## src/rtl/usb_soc_pkg.sv

```systemverilog
// Shared SoC USB definitions: IN-arbiter state encoding and requester limit.
package usb_soc_pkg;

    localparam logic [0:0] ST_IDLE  = 1'b0;
    localparam logic [0:0] ST_GRANT = 1'b1;

    localparam int ARB_MAX_REQ = 4;

endpackage

```

## src/rtl/usb_in_arbiter_rr_pick.sv

```systemverilog
// Combinational round-robin picker: first set request strictly after the
// pointer, wrapping to the lowest index; returns a one-hot winner.
module rr_pick #(
    parameter int N_REQ = 2,
    parameter int PW    = (N_REQ > 1) ? $clog2(N_REQ) : 1
) (
    input  logic [N_REQ-1:0] i_req,
    input  logic [PW-1:0]    i_ptr,
    output logic [N_REQ-1:0] o_grant
);

    logic [N_REQ-1:0] w_mask;
    logic [N_REQ-1:0] w_hi;
    logic [N_REQ-1:0] w_sel;

    for (genvar g = 0; g < N_REQ; g++) begin : g_mask
        assign w_mask[g] = (PW'(g) > i_ptr);
    end

    // Prefer requests above the pointer; otherwise wrap to the whole vector.
    assign w_hi    = i_req & w_mask;
    assign w_sel   = (|w_hi) ? w_hi : i_req;
    assign o_grant = w_sel & (~w_sel + N_REQ'(1));

endmodule

```

## src/rtl/usb_in_arbiter.sv

```systemverilog
// Round-robin, burst-locked arbiter sharing the usb_cdc bulk IN byte stream
// among N_REQ producers, with a single registered output slot.
module usb_in_arbiter
    import usb_soc_pkg::*;
#(
    parameter int N_REQ        = 2,
    parameter int MAX_BURST    = 8,
    parameter int IDLE_TIMEOUT = 16
) (
    input  logic               clk_i,
    input  logic               rst_i,
    input  logic [8*N_REQ-1:0] req_data_i,
    input  logic [N_REQ-1:0]   req_valid_i,
    input  logic [N_REQ-1:0]   req_last_i,
    output logic [N_REQ-1:0]   req_ready_o,
    output logic [7:0]         in_data_o,
    output logic               in_valid_o,
    input  logic               in_ready_i,
    output logic [N_REQ-1:0]   grant_o
);

    localparam int PW = (N_REQ > 1) ? $clog2(N_REQ) : 1;
    localparam int BW = $clog2(MAX_BURST + 1);
    localparam int IW = $clog2(IDLE_TIMEOUT + 1);

    logic [0:0]       r_state;
    logic [PW-1:0]    r_ptr;
    logic [N_REQ-1:0] r_grant;
    logic [BW-1:0]    r_burst;
    logic [IW-1:0]    r_idle;
    logic [7:0]       r_data;
    logic             r_valid;

    logic [N_REQ-1:0] w_pick;
    logic [PW-1:0]    w_pick_idx;
    logic [N_REQ-1:0] w_ready;
    logic [7:0]       w_byte;
    logic [BW-1:0]    w_burst_nxt;
    logic             w_slot_free;
    logic             w_acc;
    logic             w_acc_last;
    logic             w_holder_valid;
    logic             w_release;

    rr_pick #(.N_REQ(N_REQ), .PW(PW)) u_pick (
        .i_req   (req_valid_i),
        .i_ptr   (r_ptr),
        .o_grant (w_pick)
    );

    always_comb begin
        w_pick_idx = '0;
        for (int k = 0; k < N_REQ; k++) begin
            if (w_pick[k]) w_pick_idx = PW'(k);
        end
    end

    always_comb begin
        w_byte = '0;
        for (int k = 0; k < N_REQ; k++) begin
            if (r_grant[k]) w_byte = req_data_i[8*k +: 8];
        end
    end

    assign w_slot_free    = ~r_valid | in_ready_i;
    assign w_ready        = (r_state == ST_GRANT) ? (r_grant & {N_REQ{w_slot_free}}) : '0;
    assign w_acc          = |(w_ready & req_valid_i);
    assign w_acc_last     = |(w_ready & req_valid_i & req_last_i);
    assign w_holder_valid = |(r_grant & req_valid_i);
    assign w_burst_nxt    = r_burst + BW'(1);

    // Backpressure with holder valid high never counts as idle time.
    assign w_release = (w_acc && (w_acc_last || (w_burst_nxt == BW'(MAX_BURST)))) ||
                       (!w_holder_valid && (r_idle == IW'(IDLE_TIMEOUT - 1)));

    always_ff @(posedge clk_i) begin
        if (rst_i) begin
            r_state <= ST_IDLE;
            r_ptr   <= PW'(N_REQ - 1);
            r_grant <= '0;
            r_burst <= '0;
            r_idle  <= '0;
            r_data  <= 8'h00;
            r_valid <= 1'b0;
        end else begin
            if (w_acc) begin
                r_data  <= w_byte;
                r_valid <= 1'b1;
            end else if (in_ready_i) begin
                r_valid <= 1'b0;
            end

            case (r_state)
                ST_IDLE: begin
                    if (|req_valid_i) begin
                        r_state <= ST_GRANT;
                        r_grant <= w_pick;
                        r_ptr   <= w_pick_idx;
                        r_burst <= '0;
                        r_idle  <= '0;
                    end
                end
                default: begin
                    if (w_acc) r_burst <= w_burst_nxt;
                    if (w_holder_valid) begin
                        r_idle <= '0;
                    end else if (r_idle != IW'(IDLE_TIMEOUT)) begin
                        r_idle <= r_idle + IW'(1);
                    end
                    // Release does not wait for the slot; the next owner queues behind it.
                    if (w_release) begin
                        r_state <= ST_IDLE;
                        r_grant <= '0;
                    end
                end
            endcase
        end
    end

    assign req_ready_o = w_ready;
    assign in_data_o   = r_data;
    assign in_valid_o  = r_valid;
    assign grant_o     = r_grant;

endmodule

```

## config.mk

```make
export PLATFORM = sky130hd
export DESIGN_NAME = usb_in_arbiter
export DESIGN_NICKNAME = d
export VERILOG_FILES = /design/src/rtl/usb_soc_pkg.sv /design/src/rtl/usb_in_arbiter_rr_pick.sv /design/src/rtl/usb_in_arbiter.sv
export SDC_FILE = /design/constraint.sdc
export NUM_CORES = 1
export LEC_CHECK = 0
export BUFFER_PORTS_ARGS = -buffer_cell sky130_fd_sc_hd__buf_4
export CAP_MARGIN = 25
export CELL_PAD_IN_SITES_DETAIL_PLACEMENT = 1
export CELL_PAD_IN_SITES_GLOBAL_PLACEMENT = 1
export CORE_MARGIN = 4
export CORE_UTILIZATION = 37
export DETAILED_ROUTE_END_ITERATION = 6
export PLACE_DENSITY = 0.86
export SYNTH_ARGS = -nofsm -noshare
export SYNTH_HDL_FRONTEND = slang
export SYNTH_SLANG_ARGS = --single-unit
```

## constraint.sdc

```tcl
create_clock -name clk_i -period 1.7 [get_ports clk_i]
set_input_delay 0.255 -clock clk_i [delete_from_list [all_inputs] [get_ports clk_i]]
set_output_delay 0.255 -clock clk_i [all_outputs]
set_load 0.005 [all_outputs]
```

* After elaboration in Yosys (flattened, before gate mapping)
Index checks and enable logic that the tools add are counted.
** Operators by class
- Add/subtract/negate cells :: 3
- Multipliers :: 0
- Div/mod/pow operators :: 0
- $lt $le $gt $ge :: 2
- Equality and inequality tests :: 6
- Shifts and indexed selects :: 0
- Mux-type cells :: 20
- Bitwise logic cells :: 10
- Reductions and logical operators :: 16
** Operators by type and width (number)
- $mux W5 :: 4
- $mux W8 :: 2
- $and A2 B2 Y2 :: 6
- $mux W4 :: 3
- $mux W2 :: 5
- $reduce_or A2 Y1 :: 5
- $reduce_and A2 Y1 :: 4
- $mux W1 :: 6
- $add A5 B1 Y5 const B :: 1
- $eq A5 B4 Y1 const B :: 1
- $ne A5 B5 Y1 const B :: 1
- $add A4 B1 Y4 const B :: 1
- $eq A4 B4 Y1 const B :: 1
- $ne A2 B1 Y1 const B :: 2
- $reduce_bool A2 Y1 :: 2
- $ne A3 B1 Y1 const B :: 1
- $add A2 B1 Y2 const B :: 1
- $gt A1 B1 Y1 const A :: 2
- $logic_and A1 B1 Y1 :: 2
- $logic_or A1 B1 Y1 :: 2
- $not A1 Y1 :: 2
- $not A2 Y2 :: 1
- $logic_not A1 Y1 :: 1
- $or A1 B1 Y1 :: 1
** Word-level totals
- Register bits :: 22
- Bits in latches :: 0
- Bits in writable memories :: 0
- Memory bits (read-only) :: 0
- Bits of input ports :: 23
- Logic and storage cells :: 64
- Memories kept :: 0

* Longest topological paths before layout
- Word-level depth :: 12
- Gate-level depth with buffers :: 7
- Depth with buffers taken out :: 7

* Modules after synthesis
A second synthesis with hierarchy kept.
** Second synthesis, totals
- Cells, all modules :: 136
- Area, all modules :: 1106.1 µm²
** Modules (own cells, without submodules)
- usb_in_arbiter :: instances 1, cells each 133, area an instance 1087.3 µm²
- rr_pick :: instances 1, cells each 3, area an instance 18.8 µm²

* Least setup slack after synthesis
Ideal clock, no wire load.
- Kind :: reg-to-reg
- From :: register r_idle[0]
- To :: register r_idle[3]
- Library setup time :: 0.119 ns
- Arrival time :: 1.291 ns
- Data required time :: 1.581 ns
- Slack :: 0.290 ns
- Cell stages (with the launch flop) :: 8
- Buffers on the path :: 0
- Clock period less this slack :: 1.410 ns
- Path through :: dfxtp_1 inv_1 ha_1 and4bb_1 o211ai_2 nand4_1 xor2_1 nor2_1
** On the way
- Longest elaborated chain between the ends :: 4
** RTL lines
- start: declaration :: RTL line usb_in_arbiter.sv:30 : logic [IW-1:0] r_idle;
- start signal: assignment :: RTL line usb_in_arbiter.sv:108 : r_idle <= r_idle + IW'(1);
- $add A5 B1 Y5 :: RTL line usb_in_arbiter.sv:108
- $mux W5 :: RTL line usb_in_arbiter.sv:107 : end else if (r_idle != IW'(IDLE_TIMEOUT)) begin
- $mux W5 :: RTL line usb_in_arbiter.sv:105 : if (w_holder_valid) begin
- $mux W5 :: RTL line usb_in_arbiter.sv:93 : case (r_state)
Several ways; a longest one is shown, not always the timed one. The select of a mux whose other input is x is not followed.
A chain may end at the register's enable or synchronous reset.

* Final worst setup path
Ends and elaborated chain as after synthesis.

==> impl_metrics.env <==
export IMPL_cp_arrival_ns=1.77
export IMPL_fin_nets=186
export IMPL_cts_tree="done"
export IMPL_finalMaxSlewViolations=0
export IMPL_total_power_mw=1.082
export IMPL_drt_total_wl_um=3207
export IMPL_cellPowerDensity_nw_per_um2=713.6
export IMPL_fin_crit_ns=1.566
export IMPL_synth_ff_type="dfxtp_1"
export IMPL_viasPerCell=5.327
export IMPL_die_x_um=64.35
export IMPL_grt_usage_pct=16.75
export IMPL_insertion_delay_ns=0.30
export IMPL_antenna_found_initial=0
export IMPL_cp_required_ns=1.91
export IMPL_reg2reg_depth=7
export IMPL_finClkSkew_ns=0.001584
export IMPL_setup_tns_ns=0
export IMPL_drive_gt1_share_pct=39.87
export IMPL_maxCapViolations=0
export IMPL_ant_nets=0
export IMPL_start_kind="flop"
export IMPL_n_fill_cell=370
export IMPL_die_h_um=64.35
export IMPL_setup_viol=0
export IMPL_area_delta_synth_final_pct=29.07
export IMPL_core_rowCount=20
export IMPL_slew_headroom_pct=66.69
export IMPL_start_util_pct=38.48
export IMPL_hold_buffers=0
export IMPL_ys_types=39
export IMPL_path_class="reg -> reg"
export IMPL_place_ws_ns=0.09343
export IMPL_max_vdd_ir_drop_uv=421.6
export IMPL_grt_max_degree=18
export IMPL_port_buffers=35
export IMPL_ys_seq_area_share_pct=37.49
export IMPL_vias=1076
export IMPL_core_area_um2=3053
export IMPL_place_hpwl_um=2556
export IMPL_cts_sinks=22
export IMPL_ios=36
export IMPL_crit_path_end_kind="flop"
export IMPL_rsz0062_at_grt="no"
export IMPL_placed_area_um2=1475
export IMPL_status="finished, final reports clean"
export IMPL_final_core_util_pct=49.67
export IMPL_critPathMaxFanout=4
export IMPL_dieArea_um2=4141
export IMPL_fin_ws_ns=0.1345
export IMPL_synth_edff_count=0
export IMPL_cts_buffers_inserted=3
export IMPL_synthTopCellsByArea="dfxtp_1 (37%), a221oi_2 (10%), nor2_1 (6.1%), nor3_1 (4.7%), ha_1 (4.3%)"
export IMPL_syn_nets=150
export IMPL_synth_warning_count=0
export IMPL_fin_area_um2=1516
export IMPL_async_flop_share_pct=0
export IMPL_grt_pass1_vias=1174
export IMPL_dr_first_iter_drc_count=23
export IMPL_cts_max_path_buffers=2
export IMPL_whs_path_depth=3
export IMPL_worst_pin_slew_ns=0.4974
export IMPL_h_tree_depth=1
export IMPL_timing_final_crit_share_pct=92.09
export IMPL_synth_seq_cells=22
export IMPL_max_clock_freq_mhz=638.8
export IMPL_synth_top_area_cell="dfxtp_1"
export IMPL_most_common_layout_cells="buf_4 (38), dfxtp_1 (20), nor2_1 (19), nor3_1 (11), a221oi_2 (8)"
export IMPL_clk_pin_slew_ns=0.13
export IMPL_finalHoldViolations=0
export IMPL_drt_pass1_iterations=4
export IMPL_hp_class="in -> reg"
export IMPL_synth_avg_cell_area_um2=9.552
export IMPL_wl_per_cell_um=15.88
export IMPL_antenna_cells=0
export IMPL_grt_pass1_wl_um=5492
export IMPL_power_leakage_nw=0.6678
export IMPL_netlist_area_um2=1175
export IMPL_drc=0
export IMPL_grt_ovfl_total=0
export IMPL_root_buffer="clkbuf_4"
export IMPL_synth_top_area_share_pct=37.49
export IMPL_syn_inst=123
export IMPL_mostFrequentLayoutCell="buf_4"
export IMPL_gp_congestion=0.7788
[registers in the layout, summed over array words and instances (netlist names)]
register and flops:
in_data_o 8, in_valid_o 1, r_idle 5, r_state 1, r_burst 4, r_ptr 1
grant_o 2
[worst max-delay path, stage by stage, from the launching register on]
cell and delay (ns):
dfxtp_2 0.39, inv_1 0.06, ha_1 0.19, and4bb_1 0.24
o211ai_2 0.22, nand4_1 0.16, xor2_1 0.16, nor2_1 0.05
[stage by stage]
| step | hold slack [ns] | std cells |
|---|---|---|
| final | 0.2293 | 202 |
| after global routing | 0.2337 | 202 |
| after CTS | 0.2293 | 202 |
| after detailed placement | 0.4856 | 198 |
| after global placement | 0.4722 | 198 |
| after floorplan | 0.4151 | 123 |
[metal layers]
metal  share of wire (%)  GRT usage, %  up-vias  routed length (um)
met2                  54         33.25       29                1727
li1                    -             -      522                   -
met3                 6.3         4.042        2                 201
met1                  39         16.93      523                1262
met5                   0             0        -                   0
met4                0.47         4.749        0                  15
[logic make-up (layout without fill, tap and decap cells)]
family	count (synthesis)	after routing	synth area share, %
adder cells (fa/ha/maj)	4	4	4.260
AO/OA/AOI/OAI	29	29	25.35
XOR/XNOR	3	3	2.237
buffers and inverters	12	47	5.006
flip-flops	22	22	37.49
AND/OR/NAND/NOR	53	53	25.67
[final timing paths]
kind | to | slack, ns | startpoint
worst max-delay path | r_idle[3] | 0.13 | r_idle[0]
worst min register to register | r_burst[3] | 0.50 | r_burst[3]
worst max register to register | r_idle[3] | 0.13 | r_idle[0]
worst min-delay path | in_data_o[0] | 0.23 | req_data_i[0]
[what timing repair did]
item | 4_1_cts | 5_1_grt
endpoints found under the setup margin | 0 | 2
resized for setup | 0 | 3
setup buffers | 0 | 0
[cell type report]
class / count / area (um2) / area share [%]
clock buffers: 4 / 36.28 / 2.393
inverters: 5 / 18.77 / 1.238
multi-input cells: 89 / 678.2 / 44.72
flip-flops and latches: 22 / 442.9 / 29.21
well taps: 44 / 55.05 / 3.630
repair buffers: 38 / 285.3 / 18.81
[report_power, final]
group	leakage [nW]	internal [mW]	switching (mW)	total, mW
Combinational	0.467	0.110	0.109	0.219
Sequential	0.180	0.542	0.0285	0.570
Clock	0.0210	0.131	0.162	0.293
[Yosys cell counts, types with 2 or more instances]
cell and n:
dfxtp_1 22, ha_1 4, a21oi_1 5, xor2_1 2
nand2_1 2, nor3_1 11, buf_2 2, a211oi_1 2
nor2_1 19, o2111ai_1 2, o21ai_1 2, a221oi_2 8
clkbuf_1 3, nand3b_1 2, inv_1 5, and3_1 4
nand3_1 6
Note: power is estimated with default switching activity, not from simulation.
